**config.mk**
```make
export PLATFORM = sky130hd
export DESIGN_NAME = ic_fill_ctrl
export DESIGN_NICKNAME = d
export VERILOG_FILES = /design/src/rtl/ic_fill_ctrl.sv
export SDC_FILE = /design/constraint.sdc
export NUM_CORES = 1
export LEC_CHECK = 0
export CAP_MARGIN = 20
export CORE_AREA = 10 10 132 224
export DETAILED_ROUTE_END_ITERATION = 8
export DIE_AREA = 0 0 142 234
export GPL_TIMING_DRIVEN = 0
export PLACE_DENSITY_LB_ADDON = 0.25
export SLEW_MARGIN = 20
export SYNTH_ARGS = -nofsm -noshare
export SYNTH_HDL_FRONTEND = slang
export SYNTH_SLANG_ARGS = --single-unit
```
**constraint.sdc**
```tcl
create_clock -name clk -period 2.3 [get_ports clk]
set_clock_uncertainty 0.15 [all_clocks]
set_input_delay 0.345 -clock clk [delete_from_list [all_inputs] [get_ports clk]]
set_output_delay 0.345 -clock clk [all_outputs]
set_load 0.01 [all_outputs]
```
**src/rtl/ic_fill_ctrl.sv**
```systemverilog
// I-cache line fill controller.
// Takes a line miss from the fetch i-cache, issues one burst read to the memory
// arbiter, assembles the narrow read beats into a full line and returns it with a
// one-cycle ack. An abort after the grant drains the rest of the burst so that
// stale beats never land in a later fill.
module ic_fill_ctrl #(
    parameter int unsigned BEAT_W = 32,
    parameter int unsigned LINE_W = 256
) (
    input  logic              clk,
    input  logic              rst_n,
    // i-cache miss side
    input  logic              ic_miss,
    input  logic [31:0]       ic_miss_addr,
    input  logic              ic_fill_abort,
    // memory arbiter side
    output logic              mem_req,
    output logic [31:0]       mem_addr,
    input  logic              mem_gnt,
    input  logic              mem_rd_valid,
    input  logic [BEAT_W-1:0] mem_rd_data,
    // fill return
    output logic [LINE_W-1:0] ic_fill_data,
    output logic              ic_miss_ack,
    output logic [31:0]       ic_miss_ack_addr,
    output logic              fill_busy
);

    localparam int unsigned BEATS = LINE_W / BEAT_W;
    localparam int unsigned CNT_W = (BEATS > 1) ? $clog2(BEATS) : 1;
    localparam logic [CNT_W-1:0] LAST_BEAT = CNT_W'(BEATS - 1);

    localparam logic [2:0] StIdle  = 3'd0;
    localparam logic [2:0] StReq   = 3'd1;
    localparam logic [2:0] StBeat  = 3'd2;
    localparam logic [2:0] StAck   = 3'd3;
    localparam logic [2:0] StDrain = 3'd4;

    logic [2:0]        state_q, state_d;
    logic [CNT_W-1:0]  cnt_q, cnt_d;
    logic              mem_req_q, mem_req_d;
    logic [31:0]       line_addr_q, line_addr_d;
    logic [LINE_W-1:0] fill_q, fill_d;
    logic              ack_q, ack_d;
    logic              busy_q, busy_d;

    logic              beat_last;
    logic [CNT_W-1:0]  cnt_next;

    // Low address bits select a byte within the line and play no part in the fill.
    logic unused_addr_bits;
    assign unused_addr_bits = ^ic_miss_addr[4:0];

    // A valid beat at the top count closes the burst; the counter wraps back to zero there.
    assign beat_last = mem_rd_valid && (cnt_q == LAST_BEAT);
    assign cnt_next  = beat_last ? '0 : cnt_q + CNT_W'(1);

    // Next-state logic for the fill FSM and its datapath registers.
    always_comb begin
        state_d     = state_q;
        cnt_d       = cnt_q;
        mem_req_d   = mem_req_q;
        line_addr_d = line_addr_q;
        fill_d      = fill_q;

        case (state_q)
            StIdle: begin
                if (ic_miss && !ic_fill_abort) begin
                    line_addr_d = {ic_miss_addr[31:5], 5'b0};
                    cnt_d       = '0;
                    mem_req_d   = 1'b1;
                    state_d     = StReq;
                end
            end

            StReq: begin
                if (mem_gnt) begin
                    // Once granted the burst belongs to us, so an abort must drain it.
                    mem_req_d = 1'b0;
                    state_d   = ic_fill_abort ? StDrain : StBeat;
                end else if (ic_fill_abort) begin
                    mem_req_d = 1'b0;
                    state_d   = StIdle;
                end
            end

            StBeat: begin
                if (ic_fill_abort) begin
                    // The beat in this cycle is counted but not stored.
                    if (mem_rd_valid) begin
                        cnt_d = cnt_next;
                    end
                    // Aborting on the final beat leaves nothing to drain.
                    state_d = beat_last ? StIdle : StDrain;
                end else if (mem_rd_valid) begin
                    for (int unsigned b = 0; b < BEATS; b++) begin
                        if (cnt_q == CNT_W'(b)) begin
                            fill_d[b*BEAT_W +: BEAT_W] = mem_rd_data;
                        end
                    end
                    cnt_d = cnt_next;
                    if (beat_last) begin
                        state_d = StAck;
                    end
                end
            end

            StAck: begin
                // Abort is ignored here: the line is already complete.
                state_d = StIdle;
            end

            StDrain: begin
                if (mem_rd_valid) begin
                    cnt_d = cnt_next;
                    if (beat_last) begin
                        state_d = StIdle;
                    end
                end
            end

            default: begin
                state_d   = StIdle;
                mem_req_d = 1'b0;
            end
        endcase
    end

    // Registered status outputs follow the state being entered.
    always_comb begin
        ack_d  = (state_d == StAck);
        busy_d = (state_d != StIdle);
    end

    // State and output registers, cleared asynchronously.
    always_ff @(posedge clk or negedge rst_n) begin
        if (!rst_n) begin
            state_q     <= StIdle;
            cnt_q       <= '0;
            mem_req_q   <= 1'b0;
            line_addr_q <= '0;
            fill_q      <= '0;
            ack_q       <= 1'b0;
            busy_q      <= 1'b0;
        end else begin
            state_q     <= state_d;
            cnt_q       <= cnt_d;
            mem_req_q   <= mem_req_d;
            line_addr_q <= line_addr_d;
            fill_q      <= fill_d;
            ack_q       <= ack_d;
            busy_q      <= busy_d;
        end
    end

    assign mem_req          = mem_req_q;
    assign mem_addr         = line_addr_q;
    assign ic_fill_data     = fill_q;
    assign ic_miss_ack      = ack_q;
    assign ic_miss_ack_addr = line_addr_q;
    assign fill_busy        = busy_q;

    // Structural invariants of the protocol.
    ack_single_cycle: assert property (@(posedge clk) disable iff (!rst_n)
        ic_miss_ack |=> !ic_miss_ack);
    req_only_in_req: assert property (@(posedge clk) disable iff (!rst_n)
        mem_req |-> (state_q == StReq));
    ack_implies_busy_before: assert property (@(posedge clk) disable iff (!rst_n)
        ic_miss_ack |-> fill_busy);

endmodule

```
# Yosys cells after proc, flatten, opt, wreduce, memory -nomap -nowiden
# Index checks and enable logic that the tools add are counted.
# Widths: inputs -> output; s select.
classes:
  eq_ne: 15
  n_bitwise: 2
  n_reduce_logical: 20
  muxes: 19
  n_addsub: 1
op_table:
  columns: ["operator", "count"]
  rows:
  - ["$mux 3", 13]
  - ["$reduce_and 4->1", 8]
  - ["$eq 3x2->1 const B", 5]
  - ["$eq 3x3->1 const B", 5]
  - ["$pmux 3 s4", 1]
  - ["$eq 3x1->1 const B", 2]
  - ["$logic_not 3->1", 2]
  - ["$pmux 3 s2", 1]
  - ["$reduce_and 3->1", 2]
  - ["$add 3x1->3 const B", 1]
  - ["$mux 1", 3]
  - ["$ne 3x3->1 const B", 1]
  - ["$pmux 1 s3", 1]
  - ["$reduce_bool 3->1", 1]
  - ["$reduce_or 3->1", 1]
  - ["$logic_and 1x1->1", 2]
  - ["$ne 2x1->1 const B", 1]
  - ["$ne 2x2->1 const B", 1]
  - ["$not 1->1", 2]
  - ["$reduce_and 2->1", 1]
  - ["$reduce_bool 2->1", 1]
  - ["$reduce_or 2->1", 1]
  - ["$logic_not 1->1", 1]
word_totals:
  elab_cells: 71
  in_bits: 70
  register_bits: 292

# Longest topological paths before layout
logic_depth:
  ltp_word: 7
  ltp_mapped: 7

# Worst setup path before layout
# Ideal clock, no wire load.
synth_timing:
  kind: "flip-flop to flip-flop"
  start: "register cnt_q[0]"
  end: "register fill_q[247], in the netlist ic_fill_data[247]"
  slack_ns: 0.236
  stages_incl_launch_ff: 8
  arrival_time_ns: 1.789
  cell_sequence: "dfrtp_1 ha_1 ha_1 nand2_1 or4_1 buf_2 buf_6 mux2_4"
synth_between:
  elab_chain_cells: 2
synth_rtl:
  columns: ["element", "line", "text"]
  rows:
  - ["start: declaration", "40", "logic [CNT_W-1:0] cnt_q, cnt_d;"]
  - ["start signal: assignment", "147", "cnt_q <= cnt_d;"]
  - ["$eq 3x3->1", "97", "if (cnt_q == CNT_W'(b)) begin"]
  - ["$reduce_and 4->1 (no source line)", null, null]
  - ["end signal: assignment", "150", "fill_q <= fill_d;"]
  - ["end: declaration", "43", "logic [LINE_W-1:0] fill_q, fill_d;"]
# No other way between the ends.
# A chain may end at the register's enable or synchronous reset.

# Worst setup path in the final report
layout_timing:
  start: "register cnt_q[1]"
  end: "register fill_q[239], in the netlist ic_fill_data[239]"
# The elaborated chain is that of the path after synthesis.

==> impl_results.md <==
- Share of layout cells above drive strength 1: 28.0%
- Worst-Margin Slew: 0.515 ns
- Initial antenna violation count: 0
- Setup crit start kind: flop
- Static Leak: 8.01 nW
- Die area: 33200 um2
- Most common cell on crit path: ha_1
- Placed cells: 1412
- Clk buf depth: 3
- Std-Cell Rows: 78
- Post-route insts no fill: 1464
- Synth unique cells: 37
- Power per cell area: 850 nW/um2
- Worst Hold Class: in2async
- Post-synthesis sequential area ratio: 63.8%
- Fin util: 64.8%
- Max Cap Viol: 0
- Drt wl/cell: 22.1 um
- Gpl congestion: 0.778
- Post-synth top flop: dfrtp_1
- Number of global-route vias before repair: 7895
- Outcome: completed
- Multi-input gate area: 3680 um2
- Final worst-path cycle share: 98.8%
- WP depth: 7
- Routed WL: 32.4 mm
- Ports: 393
- Fill cells: 1950
- Worst path top cell family by delay: simple AND/OR/NAND/NOR gates
- Clock latency at the later pin of the worst-skew pair: 0.54 ns
- Die height: 234 um
- Root buffer selected by CTS: clkbuf_16
- CTS tree: built
- Ant diodes: 0
- Type of the worst setup path: reg2reg
- Mapped Area: 11400 um2
- Clock Sinks: 292
- Achievable Freq: 0.440 GHz
- All-Layer GR Usage: 18.9%
- Async S/R FF share, synth: 100%
- Synthesized flop and latch total: 292
- Iteration-0 DRC Markers: 171
- Die Wd: 142 um
- Setup crit end kind: flop
- Req. time, crit path: 2.57 ns
- IO Port Bufs: 375
- Via-to-Cell Ratio: 4.94
- Max incr delay on CP: 0.45 ns
- RSZ-0062 raised after global routing: true
- Worst-path fanout max: 10
- Period minus WS final: 2.27 ns
- Yosys warning count: 0
- Remaining DRCs: 0
- First-pass GRT wire length: 48.8 mm
- Most frequent cells in the layout: 374 x clkdlybuf4s50_1, 292 x dfrtp_1, 181 x mux2_2, 90 x mux2_1, 50 x buf_4
- Initial core utilization: 44.4%
- Rel. slew slack: 65.7%
- Core Footprint: 25800 um2
- Post-synth EDFFs: 0
- Most common cell after layout, fill and taps aside: clkdlybuf4s50_1
- Worst path buffer plus inverter count: 2
- H-Tree Depth: 1
- Syn_area_per_cell: 16.2 um2
- Slew Limit Fails: 0
- Clock transition at the registers of the reported paths: 0.07 ns
- Post-Syn Instances: 705
- Max rail drop VDD: 0.793 mV
- DR pass1 iterations: 4
- Worst R2R Path Depth: 7
- # setup viols final: 0
- Via count: 7230
- CP max stage cell: or4_1
- CTS buffer count: 27
- Final Net Count: 1201
- Final hold viol count: 0
- Grt ovf: 0
- CP Cell Sequence: ha_1 > ha_1 > nand2_1 > or4_1 > buf_2 > buf_6 > mux2_4
- Area grow syn2layout: 45.9%
- Largest net degree at the start of global routing: 101
- WP data arrival: 2.54 ns
- FF/Latch Area: 7310 um2
- Dpl hpwl: 24.3 mm
- Post-DRT Antenna Nets: 0
==> worst register-to-register path, delay by kind of cell (launching register included) <==
kind,cells,cell delay [ns]
flops,1,0.37
buf+inv,2,0.41
mux,1,0.32
fa+ha+maj,2,0.41
simple gates,2,0.50
==> cell type report <==
class / count / share of cell area (%)
Multi-Input combinational cell: 345 / 22.1
Buffer: 69 / 2.92
Clock buffer: 34 / 4.38
Sequential cell: 292 / 43.8
Clock inverter: 14 / 1.07
Inverter: 8 / 0.180
Tap cell: 320 / 2.40
Timing Repair Buffer: 382 / 23.2
==> state kept, by name, indices dropped and copies added (netlist names) <==
name and count:
mem_req 1, ic_miss_ack 1, fill_busy 1, ic_fill_data 256, ic_miss_ack_addr 27, cnt_q 3
state_q 3
==> per-layer routing <==
| layer | up-vias | part of all wire, % | global-route usage [%] |
|---|---|---|---|
| met2 | 241 | 55 | 34.6 |
| li1 | 3265 | - | - |
| met1 | 3667 | 34 | 19.4 |
| met5 | - | 0 | 0 |
| met3 | 57 | 7.2 | 5.53 |
| met4 | 0 | 3.8 | 8.04 |
==> per-stage QoR <==
| step | setup slack (ns) | cell area (um2) | hold slack (ns) | TNS [ns] | power [W] |
|---|---|---|---|---|---|
| after global routing | -0.102 | 16700 | 0.138 | -4.69 | 0.0148 |
| after global placement | -11.80 | 15600 | 0.316 | -3441.95 | 0.00964 |
| final | 0.0273 | 16700 | 0.111 | 0 | 0.0142 |
| after floorplan | 0.236 | 11500 | -0.101 | 0 | 0.00747 |
| after CTS | -0.116 | 16600 | 0.0918 | -7.38 | 0.0144 |
| after detailed placement | -0.165 | 15700 | 0.0756 | -9.06 | 0.00971 |
==> where the power goes <==
part	internal, W	leakage [nW]	switching, W	total [W]
sequential	0.00578	3.98	0.000366	0.00615
clock	0.00270	0.448	0.00192	0.00462
combinational	0.00207	3.59	0.00135	0.00342
==> final timing paths <==
path | from | to | slack [ns]
max | cnt_q[1] | ic_fill_data[239] | 0.03
min in group clk | ic_fill_abort | state_q[0] | 0.15
min reg2reg | ic_fill_data[77] | ic_fill_data[77] | 0.33
min | rst_n | ic_fill_data[34] | 0.11
max reg2reg | cnt_q[1] | ic_fill_data[239] | 0.03
max in group asynchronous | rst_n | ic_fill_data[141] | 0.62
==> synthesized netlist by cell type, types with 2 or more instances <==
cell type / number / area [um2]
mux2_4: 12 / 180
mux2_2: 181 / 2040
clkbuf_1: 2 / 7.51
nor2_2: 3 / 18.8
a32oi_1: 2 / 17.5
o21ai_0: 2 / 10.0
nand2_1: 3 / 11.3
dfrtp_1: 292 / 7310
ha_1: 6 / 75.1
buf_6: 3 / 33.8
nor2_1: 7 / 26.3
buf_4: 47 / 353
mux2i_1: 4 / 40.0
nand3_1: 2 / 10.0
nand3b_1: 4 / 30.0
buf_2: 16 / 80.1
mux2_1: 90 / 1010
a21oi_1: 3 / 15.0
inv_1: 8 / 30.0
==> cell families (layout without fill, tap and decap cells) <==
kind of cell | Yosys count | after routing | share of synthesized area [%]
adders and majority gates | 7 | 7 | 0.743
other | 1 | 10 | 0.0328
muxes | 287 | 287 | 28.6
xor gates and xnor gates | 1 | 1 | 0.0765
and+or+nand+nor | 28 | 28 | 1.53
AOI/OAI and AO/OA | 12 | 12 | 0.733
buffers and inverters | 77 | 507 | 4.45
DFF | 292 | 292 | 63.8
==> repair_timing <==
action                                  4_1_cts  5_1_grt
endpoints found under the setup margin      120      158
buffers inserted                              0        3
gates resized for setup                       1        7
hold buffers                                  1        0
endpoints found under the hold margin       123        0
Note: power is estimated with default switching activity, not from simulation.
==> RTL edit 1 (same settings) <==
`BEAT_W`: 32 -> 64.
--- a/src/rtl/ic_fill_ctrl.sv
+++ b/src/rtl/ic_fill_ctrl.sv
@@ -6,3 +6,3 @@
 module ic_fill_ctrl #(
-    parameter int unsigned BEAT_W = 32,
+    parameter int unsigned BEAT_W = 64,
     parameter int unsigned LINE_W = 256
Ports: changed (resized mem_rd_data); port bits go from 393 to 425. No check against the original RTL was run, so the function may have changed too.
==> RTL edit 1 against the unedited design <==
Cell area rose by 3.3%; global-route usage rose by 0.36 points; worst setup slack improved by 180 ps; sequential cell count fell by 1; synthesized cell count fell by 3.4%; sequential power rose by 14%; power rose by 27%; routed wire length rose by 2.5%; synthesized area rose by 1.4%.
==> RTL edit 1: results (changes against the unedited design) <==
Run status
  • Status: completed

Power and ir drop
  • Lkg Pwr: 0.00813 uW (+1.5%)
  • Combinational share of power: 0.334 (+0.093)
  • Comb pwr: 6010 uW (+76%)
  • Pint: 13100 uW (+24%)
  • Peak supply drop: 1.02 mV (+29%)
  • Seq pwr: 7010 uW (+14%)

Yosys
  • Mapped Cells: 681 (-3.4%)
  • Commonest cells in the synthesized netlist: dfrtp_1 (291), mux2_2 (223), mux2_4 (60)
  • Yosys warning count: 0 (unchanged)
  • Seq/Total Area, Yosys: 0.628 (-0.0109)
  • Top post-synthesis cells by area: dfrtp_1 (63%), mux2_2 (22%), mux2_4 (7.8%)
  • Synth cell types: 30 (-19%)

Worst setup path
  • Critical Path Start: ic_miss_ack_addr[24]$_DFFE_PN0P_
  • R2r startpoint: state_q[2]$_DFF_PN0_
  • Reg2reg end: ic_fill_data[246]$_DFFE_PN0P_
  • Largest delay contributor family on the critical path: buffers and inverters
  • CP max stage cell: clkdlybuf4s50_1
  • Critical-path maximum fanout: 3 (-7)
  • R2R cell count: 5 (-2)
  • Reg2reg setup slack: 250 ps (+220 ps)
  • Arrival time worst endpoint: 1590 ps (-950 ps)
  • Worst setup path endpoint: mem_addr[24]
  • CP max stage delay: 540 ps (+90 ps)

Detailed routing
  • Initial DRC count: 164 (-4.1%)
  • Via count: 7265 (+0.48%)
  • DRT Pass-1 Iters: 6 (+2)
  • DRT Wirelength: 33.2 mm (+2.5%)
  • Vias/cell: 4.93 (-0.20%)

Clock network
  • # clock sinks: 291 (-0.34%)
  • H-tree levels: 1 (unchanged)
  • Number of CTS-inserted buffers: 28 (+3.7%)
  • Post-CTS sizing: 0 (-1)

Final layout
  • Non-clock buffering overhead: 0.280 (+0.0183)
  • Multi-input combinational area share: 0.215 (-0.00544)
  • Ant. Diodes: 1 (+1)
  • Sequential cell area share: 0.422 (-0.0153)
  • Signal inverters: 5 (-3)
  • Multi-input gate count: 327 (-5.2%)
  • Non-CTS buffers: 480 (+6.4%)
  • Fin area: 0.0172 mm^2 (+3.3%)
  • Share of cells above drive strength 1: 0.351 (+0.0715)
  • Layout clock area frac: 0.0583 (+0.00372)
  • Clock buffer count: 41 (+21%)
  • Filler instances: 1895 (-2.8%)
  • NumNets Final: 1239 (+3.2%)

Placement
  • Inst Count DP: 1422 (+0.71%)
  • Gpl congestion: 0.806 (+3.5%)
  • HPWL Detailed: 25.1 mm (+3.1%)
  • Dpl cell area: 0.0162 mm^2 (+3.2%)
  • Pre-CTS WS: -162 ps (+2.83 ps)
  • Port buffer count: 409 (+9.1%)

Timing
  • Tcrit/Tclk final: 0.908 (-0.0800)
  • Hold WS: 141 ps (+29.7 ps)
  • Worst relative slew slack: 0.639 (-0.0172)

Global route
  • First-pass GRT wire length: 49.9 mm (+2.2%)
  • Vias in the first global route: 7904 (+0.11%)
  • GRT Overall Usage: 0.192 (+0.00356)
## RTL edit 1: cell types whose count changed in the layout (fill, tap and decap cells not counted), sizes merged, moves of 2 or more
cell,before,now
ha,6,4
inv,9,6
clkinv,7,2
nand3b,4,2
mux2i,4,2
nor2,10,2
clkdlybuf4s50,374,408
a32oi,2,0
nand2b,1,3
## RTL edit 1: routing by layer
metal | share of wire | track usage | vias up | wire (um)
met1 | 0.35 | 0.203 | 3708 | 11500
met2 | 0.54 | 0.346 | 278 | 18000
met3 | 0.083 | 0.0666 | 48 | 2760
li1 | - | - | 3231 | -
met4 | 0.029 | 0.0654 | 0 | 957
met5 | 0 | 0 | - | 0
## RTL edit 1: cell families after synthesis
family                   synth area share
AND/OR/NAND/NOR                    0.0106
XOR/XNOR                         0.000755
other                            0.000323
buffers and inverters              0.0556
adder cells (fa/ha/maj)           0.00431
multiplexers                        0.296
AO/OA/AOI/OAI                     0.00507
flip-flops                          0.628
==> RTL edit 2 (same settings) <==
Without the edit above. Make the reset (`rst_n`) synchronous in one clocked block. Comments in the files are not updated.
--- a/src/rtl/ic_fill_ctrl.sv
+++ b/src/rtl/ic_fill_ctrl.sv
@@ -135,3 +135,3 @@
     // State and output registers, cleared asynchronously.
-    always_ff @(posedge clk or negedge rst_n) begin
+    always_ff @(posedge clk) begin
         if (!rst_n) begin
Function: differs if rst_n is asserted again (counterexample within 4 cycles, from zero or initial values and one cycle with rst_n low); with rst_n held inactive, the same outputs for 4 cycles.
==> RTL edit 2 against the unedited design <==
Synthesized cell count increased by 95%; largest cell class unchanged; cell area decreased by 4.7%; hold slack got worse by 99 ps; worst setup slack improved by 130 ps; routed wire length increased by 32%; maximum frequency increased by 6.0%; synthesized area decreased by 5.7%; first-iteration DRC count increased to 3.2 times the old value; sequential cell count unchanged.
Power is not compared: it rests on default switching activity, and its combinational part moved more than twofold at a synthesized area within 25%.
==> RTL edit 2: results (changes against the unedited design) <==
Run status
  • Status: completed

Worst setup path
  • Critical-path maximum fanout: 3 (-7)
  • Critical Path Start: ic_miss_ack_addr[16]$_SDFFE_PN0P_
  • R2r startpoint: state_q[0]$_SDFF_PN0_
  • CP max stage cell: clkdlybuf4s50_1
  • Arrival time worst endpoint: 1650 ps (-890 ps)
  • Worst setup path endpoint: mem_addr[16]
  • Largest delay contributor family on the critical path: buffers and inverters

Yosys
  • Commonest cells in the synthesized netlist: nand2_1 (566), dfxtp_1 (292), a21oi_1 (288)
  • Seq/Total Area, Yosys: 0.542 (-0.0967)
  • Synth cell types: 40 (+8.1%)
  • Top post-synthesis cells by area: dfxtp_1 (54%), nand2_1 (20%), a21oi_1 (13%)

Detailed routing
  • Per-cell routed wire length: 20.0 um (-9.4%)
  • DRT Pass-1 Iters: 5 (+1)
  • Initial DRC count: 553 (+220%)

Clock network
  • Number of CTS-inserted buffers: 28 (+3.7%)
  • Clock latency on the worst-skew pair: 560 ps (+20 ps)

Worst hold path
  • Worst min path class: in -> reg

Global route
  • First-pass GRT wire length: 63.4 mm (+30%)
  • GRT Overall Usage: 0.245 (+0.0564)
  • Largest net degree at the start of global routing: 16 (-84%)
  • Vias in the first global route: 10500 (+34%)

Power and ir drop
  • Total power: 10500 uW

Timing
  • Hold WS: 12.5 ps (-98.8 ps)
  • Fin worst setup slack: 157 ps (+129 ps)

Final layout
  • Filler instances: 2301 (+18%)
  • Share of cells above drive strength 1: 0.0934 (-0.186)
  • NumNets Final: 1864 (+55%)

Placement
  • Gpl congestion: 0.857 (+10%)
==> RTL edit 2: cell types whose count changed after synthesis, moves of 54 or more <==
cell	unedited run	this run
mux2_2	181	1
clkbuf_1	2	56
dfxtp_1	0	292
a21oi_1	3	288
mux2_1	90	0
nand2_1	3	566
dfrtp_1	292	0
==> RTL edit 2: logic make-up (layout without fill, tap and decap cells) <==
family	Yosys count	count (layout)	share of synthesized area
mux	3	3	0.00290
flops	292	292	0.542
fa+ha+maj	6	6	0.00696
xor+xnor	1	1	0.00151
compound gates	299	299	0.141
buf+inv	172	596	0.0834
other cells	1	10	0.000348
simple gates	603	603	0.222
==> RTL edit 2: stage by stage <==
stage | std cells | instance area [um^2] | util
floorplan | 1386 | 10800 | -
global placement | 2051 | 14700 | 0.570
detailed placement | 2051 | 14700 | 0.570
CTS | 2130 | 15900 | 0.617
global route | 2130 | 15900 | 0.618
finish | 2130 | 15900 | 0.618
==> RTL edit 2: layer usage <==
metal / up-vias / part of all wire / global-route usage
met2: 414 / 0.53 / 0.460
met4: 0 / 0.043 / 0.108
met3: 85 / 0.084 / 0.0727
met1: 4947 / 0.35 / 0.241
li1: 5173 / - / -
met5: - / 0 / 0
==> RTL edit 2: layout make-up <==
cell class | count | area (um^2) | share of cell area
plain buffers | 166 | 878 | 0.0552
clock buffers | 35 | 768 | 0.0483
clock inverters | 17 | 188 | 0.0118
inverters | 6 | 22.5 | 0.00142
multi-input cells | 922 | 4080 | 0.257
flip-flops and latches | 292 | 5850 | 0.367
well taps | 320 | 400 | 0.0252
repair buffers | 372 | 3720 | 0.234
==> RTL edit 2: what timing repair did <==
item | CTS | global route
hold buffers | 27 | 0
hold endpoints to repair | 143 | 0
gates resized for setup | 0 | 3
setup endpoints to repair | 0 | 16
